==> src/rtl/draw_score.sv <==
// draw_score: renders a 4-digit decimal score into a frame buffer.
// The binary score is converted to BCD serially, then each digit's 8x8
// glyph is fetched row by row from an external ROM and written pixel by
// pixel through a stallable write port.
module draw_score #(
    parameter int         X0 = 8,
    parameter int         Y0 = 8,
    parameter logic [7:0] FG = 8'hFF,
    parameter logic [7:0] BG = 8'h00
) (
    input  logic        clk,
    input  logic        rst,
    input  logic        draw_score_start,
    input  logic [13:0] score,
    output logic [6:0]  font_addr,
    input  logic [7:0]  font_data,
    output logic        fb_we,
    output logic [8:0]  fb_x,
    output logic [7:0]  fb_y,
    output logic [7:0]  fb_color,
    input  logic        fb_ack,
    output logic        busy,
    output logic        draw_score_done
);

    typedef enum logic [2:0] {
        S_IDLE,
        S_CONVERT,
        S_FETCH,
        S_WAIT_ROM,
        S_WRITE,
        S_DONE
    } state_t;

    state_t      r_state;
    logic [13:0] r_bin;
    logic [15:0] r_bcd;
    logic [3:0]  r_cnt;
    logic [1:0]  r_digit;
    logic [2:0]  r_row;
    logic [2:0]  r_col;
    logic [7:0]  r_rowbits;
    logic [6:0]  r_font_addr;
    logic        r_fb_we;
    logic [8:0]  r_fb_x;
    logic [7:0]  r_fb_y;
    logic [7:0]  r_fb_color;
    logic        r_busy;
    logic        r_done;

    logic [15:0] w_adj;
    logic [15:0] w_bcd_shift;
    logic [13:0] w_score_sat;
    logic [2:0]  w_col_inc;
    logic [2:0]  w_row_inc;
    logic [1:0]  w_digit_inc;
    logic [8:0]  w_x_base;
    logic [7:0]  w_y;

    // Select one BCD digit; digit 0 is the thousands place.
    function automatic logic [3:0] nib(input logic [15:0] b, input logic [1:0] d);
        case (d)
            2'd0:    nib = b[15:12];
            2'd1:    nib = b[11:8];
            2'd2:    nib = b[7:4];
            default: nib = b[3:0];
        endcase
    endfunction

    // Add-3 correction of every BCD nibble ahead of the next shift, plus
    // saturation and counter increments used by the FSM.
    always_comb begin
        w_adj = r_bcd;
        for (int unsigned i = 0; i < 4; i++) begin
            if (r_bcd[4*i +: 4] >= 4'd5) begin
                w_adj[4*i +: 4] = r_bcd[4*i +: 4] + 4'd3;
            end
        end
        w_bcd_shift = {w_adj[14:0], r_bin[13]};
        w_score_sat = (score > 14'd9999) ? 14'd9999 : score;
        w_col_inc   = r_col + 3'd1;
        w_row_inc   = r_row + 3'd1;
        w_digit_inc = r_digit + 2'd1;
        w_x_base    = 9'(X0) + {4'd0, r_digit, 3'd0};
        w_y         = 8'(Y0) + {5'd0, r_row};
    end

    // Control FSM with all outputs registered.
    always_ff @(posedge clk) begin
        if (rst) begin
            r_state     <= S_IDLE;
            r_bin       <= '0;
            r_bcd       <= '0;
            r_cnt       <= '0;
            r_digit     <= '0;
            r_row       <= '0;
            r_col       <= '0;
            r_rowbits   <= '0;
            r_font_addr <= '0;
            r_fb_we     <= 1'b0;
            r_fb_x      <= '0;
            r_fb_y      <= '0;
            r_fb_color  <= '0;
            r_busy      <= 1'b0;
            r_done      <= 1'b0;
        end else begin
            r_done <= 1'b0;
            case (r_state)
                S_IDLE: begin
                    if (draw_score_start) begin
                        r_bin   <= w_score_sat;
                        r_bcd   <= '0;
                        r_cnt   <= '0;
                        r_digit <= '0;
                        r_row   <= '0;
                        r_col   <= '0;
                        r_busy  <= 1'b1;
                        r_state <= S_CONVERT;
                    end
                end
                S_CONVERT: begin
                    r_bcd <= w_bcd_shift;
                    r_bin <= {r_bin[12:0], 1'b0};
                    r_cnt <= r_cnt + 4'd1;
                    if (r_cnt == 4'd13) begin
                        // Address uses the freshly completed BCD value.
                        r_font_addr <= {w_bcd_shift[15:12], 3'd0};
                        r_digit     <= '0;
                        r_row       <= '0;
                        r_col       <= '0;
                        r_state     <= S_FETCH;
                    end
                end
                S_FETCH: begin
                    r_state <= S_WAIT_ROM;
                end
                S_WAIT_ROM: begin
                    r_rowbits  <= font_data;
                    r_fb_we    <= 1'b1;
                    r_fb_x     <= w_x_base;
                    r_fb_y     <= w_y;
                    r_fb_color <= font_data[7] ? FG : BG;
                    r_state    <= S_WRITE;
                end
                S_WRITE: begin
                    if (fb_ack) begin
                        if (r_col == 3'd7) begin
                            r_col   <= '0;
                            r_fb_we <= 1'b0;
                            if (r_row == 3'd7) begin
                                r_row <= '0;
                                if (r_digit == 2'd3) begin
                                    r_done  <= 1'b1;
                                    r_state <= S_DONE;
                                end else begin
                                    r_digit     <= w_digit_inc;
                                    r_font_addr <= {nib(r_bcd, w_digit_inc), 3'd0};
                                    r_state     <= S_FETCH;
                                end
                            end else begin
                                r_row       <= w_row_inc;
                                r_font_addr <= {nib(r_bcd, r_digit), w_row_inc};
                                r_state     <= S_FETCH;
                            end
                        end else begin
                            r_col      <= w_col_inc;
                            r_fb_x     <= r_fb_x + 9'd1;
                            r_fb_color <= r_rowbits[3'd6 - r_col] ? FG : BG;
                        end
                    end
                end
                S_DONE: begin
                    r_busy  <= 1'b0;
                    r_state <= S_IDLE;
                end
                default: begin
                    r_state <= S_IDLE;
                end
            endcase
        end
    end

    assign font_addr       = r_font_addr;
    assign fb_we           = r_fb_we;
    assign fb_x            = r_fb_x;
    assign fb_y            = r_fb_y;
    assign fb_color        = r_fb_color;
    assign busy            = r_busy;
    assign draw_score_done = r_done;

endmodule

==> config.mk <==
export PLATFORM = sky130hd
export DESIGN_NAME = draw_score
export DESIGN_NICKNAME = d
export VERILOG_FILES = /design/src/rtl/draw_score.sv
export SDC_FILE = /design/constraint.sdc
export NUM_CORES = 1
export LEC_CHECK = 0
export BUFFER_PORTS_ARGS = -buffer_cell sky130_fd_sc_hd__buf_2
export CAP_MARGIN = 20
export CORE_MARGIN = 3
export CORE_UTILIZATION = 41
export CTS_CLUSTER_SIZE = 30
export DETAILED_ROUTE_END_ITERATION = 8
export GPL_TIMING_DRIVEN = 0
export HOLD_SLACK_MARGIN = 0.03
export PLACE_DENSITY_LB_ADDON = 0.1
export SETUP_SLACK_MARGIN = 0.4
export SLEW_MARGIN = 20
export SYNTH_ARGS = -nofsm -noshare
export SYNTH_HDL_FRONTEND = slang
export SYNTH_SLANG_ARGS = --single-unit
export TNS_END_PERCENT = 5
==> constraint.sdc <==
create_clock -name clk -period 3.2 [get_ports clk]
set_clock_uncertainty 0.15 [all_clocks]
set_input_delay 0.48 -clock clk [delete_from_list [all_inputs] [get_ports clk]]
set_output_delay 0.48 -clock clk [all_outputs]
set_load 0.01 [all_outputs]
==> out/metrics.cfg <==
[synthesis]
ys_seq_elements = 77
ys_warn_count = 0
synth_area_um2 = 4020
synth-edff-count = 0
ys_top_cells_by_count = 77 x dfxtp_1, 61 x nand2_1, 58 x nor2_1
async_flop_share = 0
synth-seq-area-share = 0.3834
syn_area_per_cell_um2 = 8.204
synth_top_area_share = 0.3834
yosysMostFrequentCell = dfxtp_1
synthDistinctLibCells = 51
synth.largest_area_cell = dfxtp_1
synth_area_leaders = dfxtp_1 38%, ha_1 6.8%, nand2_1 5.7%
synthFlopType = dfxtp_1
synthCells = 490

[job]
maxCapViolCount = 0

[outcome]
outcome = completed

[global_route]
grt_pass1_vias = 3548
antenna_found_initial = 0
grt_max_degree = 14
globalRouteTotalUtil = 0.1949
overflow = 0
grt_pass1_wl_mm = 17.38

[place]
routabilityCongestion = 0.8718
place_ws_ps = 641.8
io_buffers = 56
placed_area_um2 = 4473
dp_hpwl_mm = 7.671

[cts]
clkSinkCount = 77
htreeDepth = 3
tritoncts = done
insertion_delay_ps = 360
path_clk_slew_ps = 80
post_cts_buffers = 0
numCtsBuffers = 9
cts_resized = 0
clock_tree.root_cell = clkbuf_8
cts_buffer_depth = 2
hold_buffers = 0

[die]
die_h_um = 105.0
die_x_um = 105.0
rows = 35
fp.dieArea_um2 = 11030
ioPinCount = 61
start_util = 0.4290
core_area_um2 = 9371

[power_and_ir_drop]
p_int_mw = 1.414
p_seq_frac = 0.519
p_leak_nw = 1.897
switching_share = 0.2578
p_per_area_nw_per_um2 = 407.8
combinationalPowerShare = 0.081
power.share.clock = 0.399
ir_drop_mv = 0.1938
p_sw_uw = 491.2
total_power_mw = 1.906

[sta]
setup_tns_ps = 0
setup_ws_ps = 682.7
period_share = 0.7867
setup_viol = 0
grt_setup_unrepaired = false
period_minus_slack_ps = 2517
fmax_ghz = 0.3973
finalHoldViolCount = 0
final_max_slew_viol_count = 0
max_slew.worst_pin.slew_ps = 748.4
max-slew-margin-rel = 0.4998

[cells_and_area]
final_nets = 608
antenna_cells = 0
area_growth_pct = 16.25
stdcell_area_um2 = 4673
layout-drive-gt1-share = 0.1681
fill_cells = 980

[hold_path]
hp-start = font_data[0]
hold-path-cell-count = 3
min_to = r_rowbits[0]
hp-class = primary input to flip-flop

[worst_setup_path]
crit_slowest_cell = nor4b_2
crit_chain = buf_2 > nor4b_2 > nor2_1 > clkbuf_1 > a22oi_1 > nor2_1
r2r_end = r_bcd[6]
critPathLaunch = r_state[2]
slowest_delay_ps = 700
crit_top_cell = nor2_1
endpoint_kind = flip-flop
start_kind = flip-flop
cp.required_ps = 3280
ff2ff_setup_slack_ps = 680
path_max_fanout = 10
r2r_cells = 6
path_class = flip-flop to flip-flop
worstReg2RegStart = r_state[2]
arrival_ps = 2600

[routing]
viasPerCell = 5.378
first_iter_violations = 254
ant_nets = 0
drt-wirelength-per-cell_um = 15.02
drt-total-wl_mm = 10.42
num_vias = 3732
drcViolationCount = 0
first_pass_iters = 8

## kinds of logic (layout without fill, tap and decap cells)
| logic type | Yosys count | after routing | share of synthesized area |
|---|---|---|---|
| AO/OA/AOI/OAI | 129 | 129 | 0.2098 |
| other | 1 | 4 | 0.0009328 |
| flip-flops | 77 | 77 | 0.3834 |
| AND/OR/NAND/NOR | 186 | 186 | 0.2157 |
| XOR/XNOR | 8 | 8 | 0.01743 |
| multiplexers | 14 | 14 | 0.04139 |
| adder cells (fa/ha/maj) | 22 | 22 | 0.06847 |
| buffers and inverters | 53 | 125 | 0.06287 |
## worst max-delay path, delay by kind of cell, from the launching register on
family                 cells  cell delay (ps)
and+or+nand+nor            3             1100
buffers and inverters      2              530
AOI/OAI and AO/OA          1              270
DFF                        1              330
## flip-flops by register name, indices dropped and copies added, names as in the netlist, 4 cells and up
register and cells:
r_cnt 4, r_rowbits 8, r_bin 14, fb_x 9, font_addr 7, r_bcd 16
fb_y 4
## area by class of cell
cell class | count | area [µm²] | share of cell area
plain buffers | 39 | 200.2 | 0.04284
clock inverters | 5 | 58.81 | 0.01258
flip-flops and latches | 77 | 1541 | 0.3299
well taps | 129 | 161.4 | 0.03454
repair buffers | 56 | 280.3 | 0.05997
inverters | 14 | 52.55 | 0.01124
clock buffers | 11 | 141.4 | 0.03025
multi-input cells | 363 | 2237 | 0.4787
## cell usage in the layout (no fill, tap or decap), types with 3 or more instances in the layout
| master | count |
|---|---|
| ha_1 | 22 |
| nor2_1 | 58 |
| dfxtp_1 | 77 |
| a21oi_1 | 41 |
| clkbuf_1 | 24 |
| xor2_1 | 4 |
| nand4_1 | 7 |
| nor2b_1 | 3 |
| clkbuf_8 | 10 |
| o22ai_1 | 6 |
| and2_1 | 4 |
| inv_1 | 14 |
| nand2b_1 | 8 |
| nor3_1 | 14 |
| a222oi_1 | 12 |
| nand2_1 | 61 |
| buf_4 | 11 |
| and3_1 | 3 |
| conb_1 | 4 |
| a22oi_1 | 17 |
| buf_2 | 60 |
| o21ai_0 | 27 |
| mux2i_1 | 11 |
| nand3_1 | 14 |
| o211ai_1 | 4 |
| xnor2_1 | 4 |
| o31ai_1 | 3 |
## per-layer routing
layer  vias up  track usage  share of wire
met5         -            0              0
met4         0      0.07685          0.019
met3        15      0.03830          0.034
met2        78       0.3025           0.46
met1      1752       0.2659           0.49
li1       1887            -              -
## per-stage QoR
step / utilization / hold WS (ps) / instances
2_1_floorplan: - / 282.0 / 493
3_3_place_gp: 0.4773 / 291.1 / 678
3_5_place_dp: 0.4773 / 297.4 / 678
4_1_cts: 0.4987 / 184.9 / 694
5_1_grt: 0.4987 / 180.4 / 694
6_report: 0.4987 / 197.6 / 694
## power groups by stage
stage	combinational (mW)	sequential (mW)	clock (mW)
2_1_floorplan	0.0989	1.01	0
3_3_place_gp	0.155	1.01	0
3_5_place_dp	0.155	1.01	0
4_1_cts	0.156	0.990	0.782
5_1_grt	0.174	0.992	0.826
6_report	0.155	0.989	0.761
## worst max-delay path by stage
stage | endpoint | slack (ps) | cells past startpoint
2_1_floorplan | fb_x[8] | 1240 | 7
3_3_place_gp | r_bin[9] | 630 | 6
3_5_place_dp | r_bcd[3] | 640 | 6
4_1_cts | r_bcd[7] | 670 | 6
5_1_grt | r_bcd[7] | 440 | 6
6_report | r_bcd[6] | 680 | 6
(Power assumes the default switching activity.)
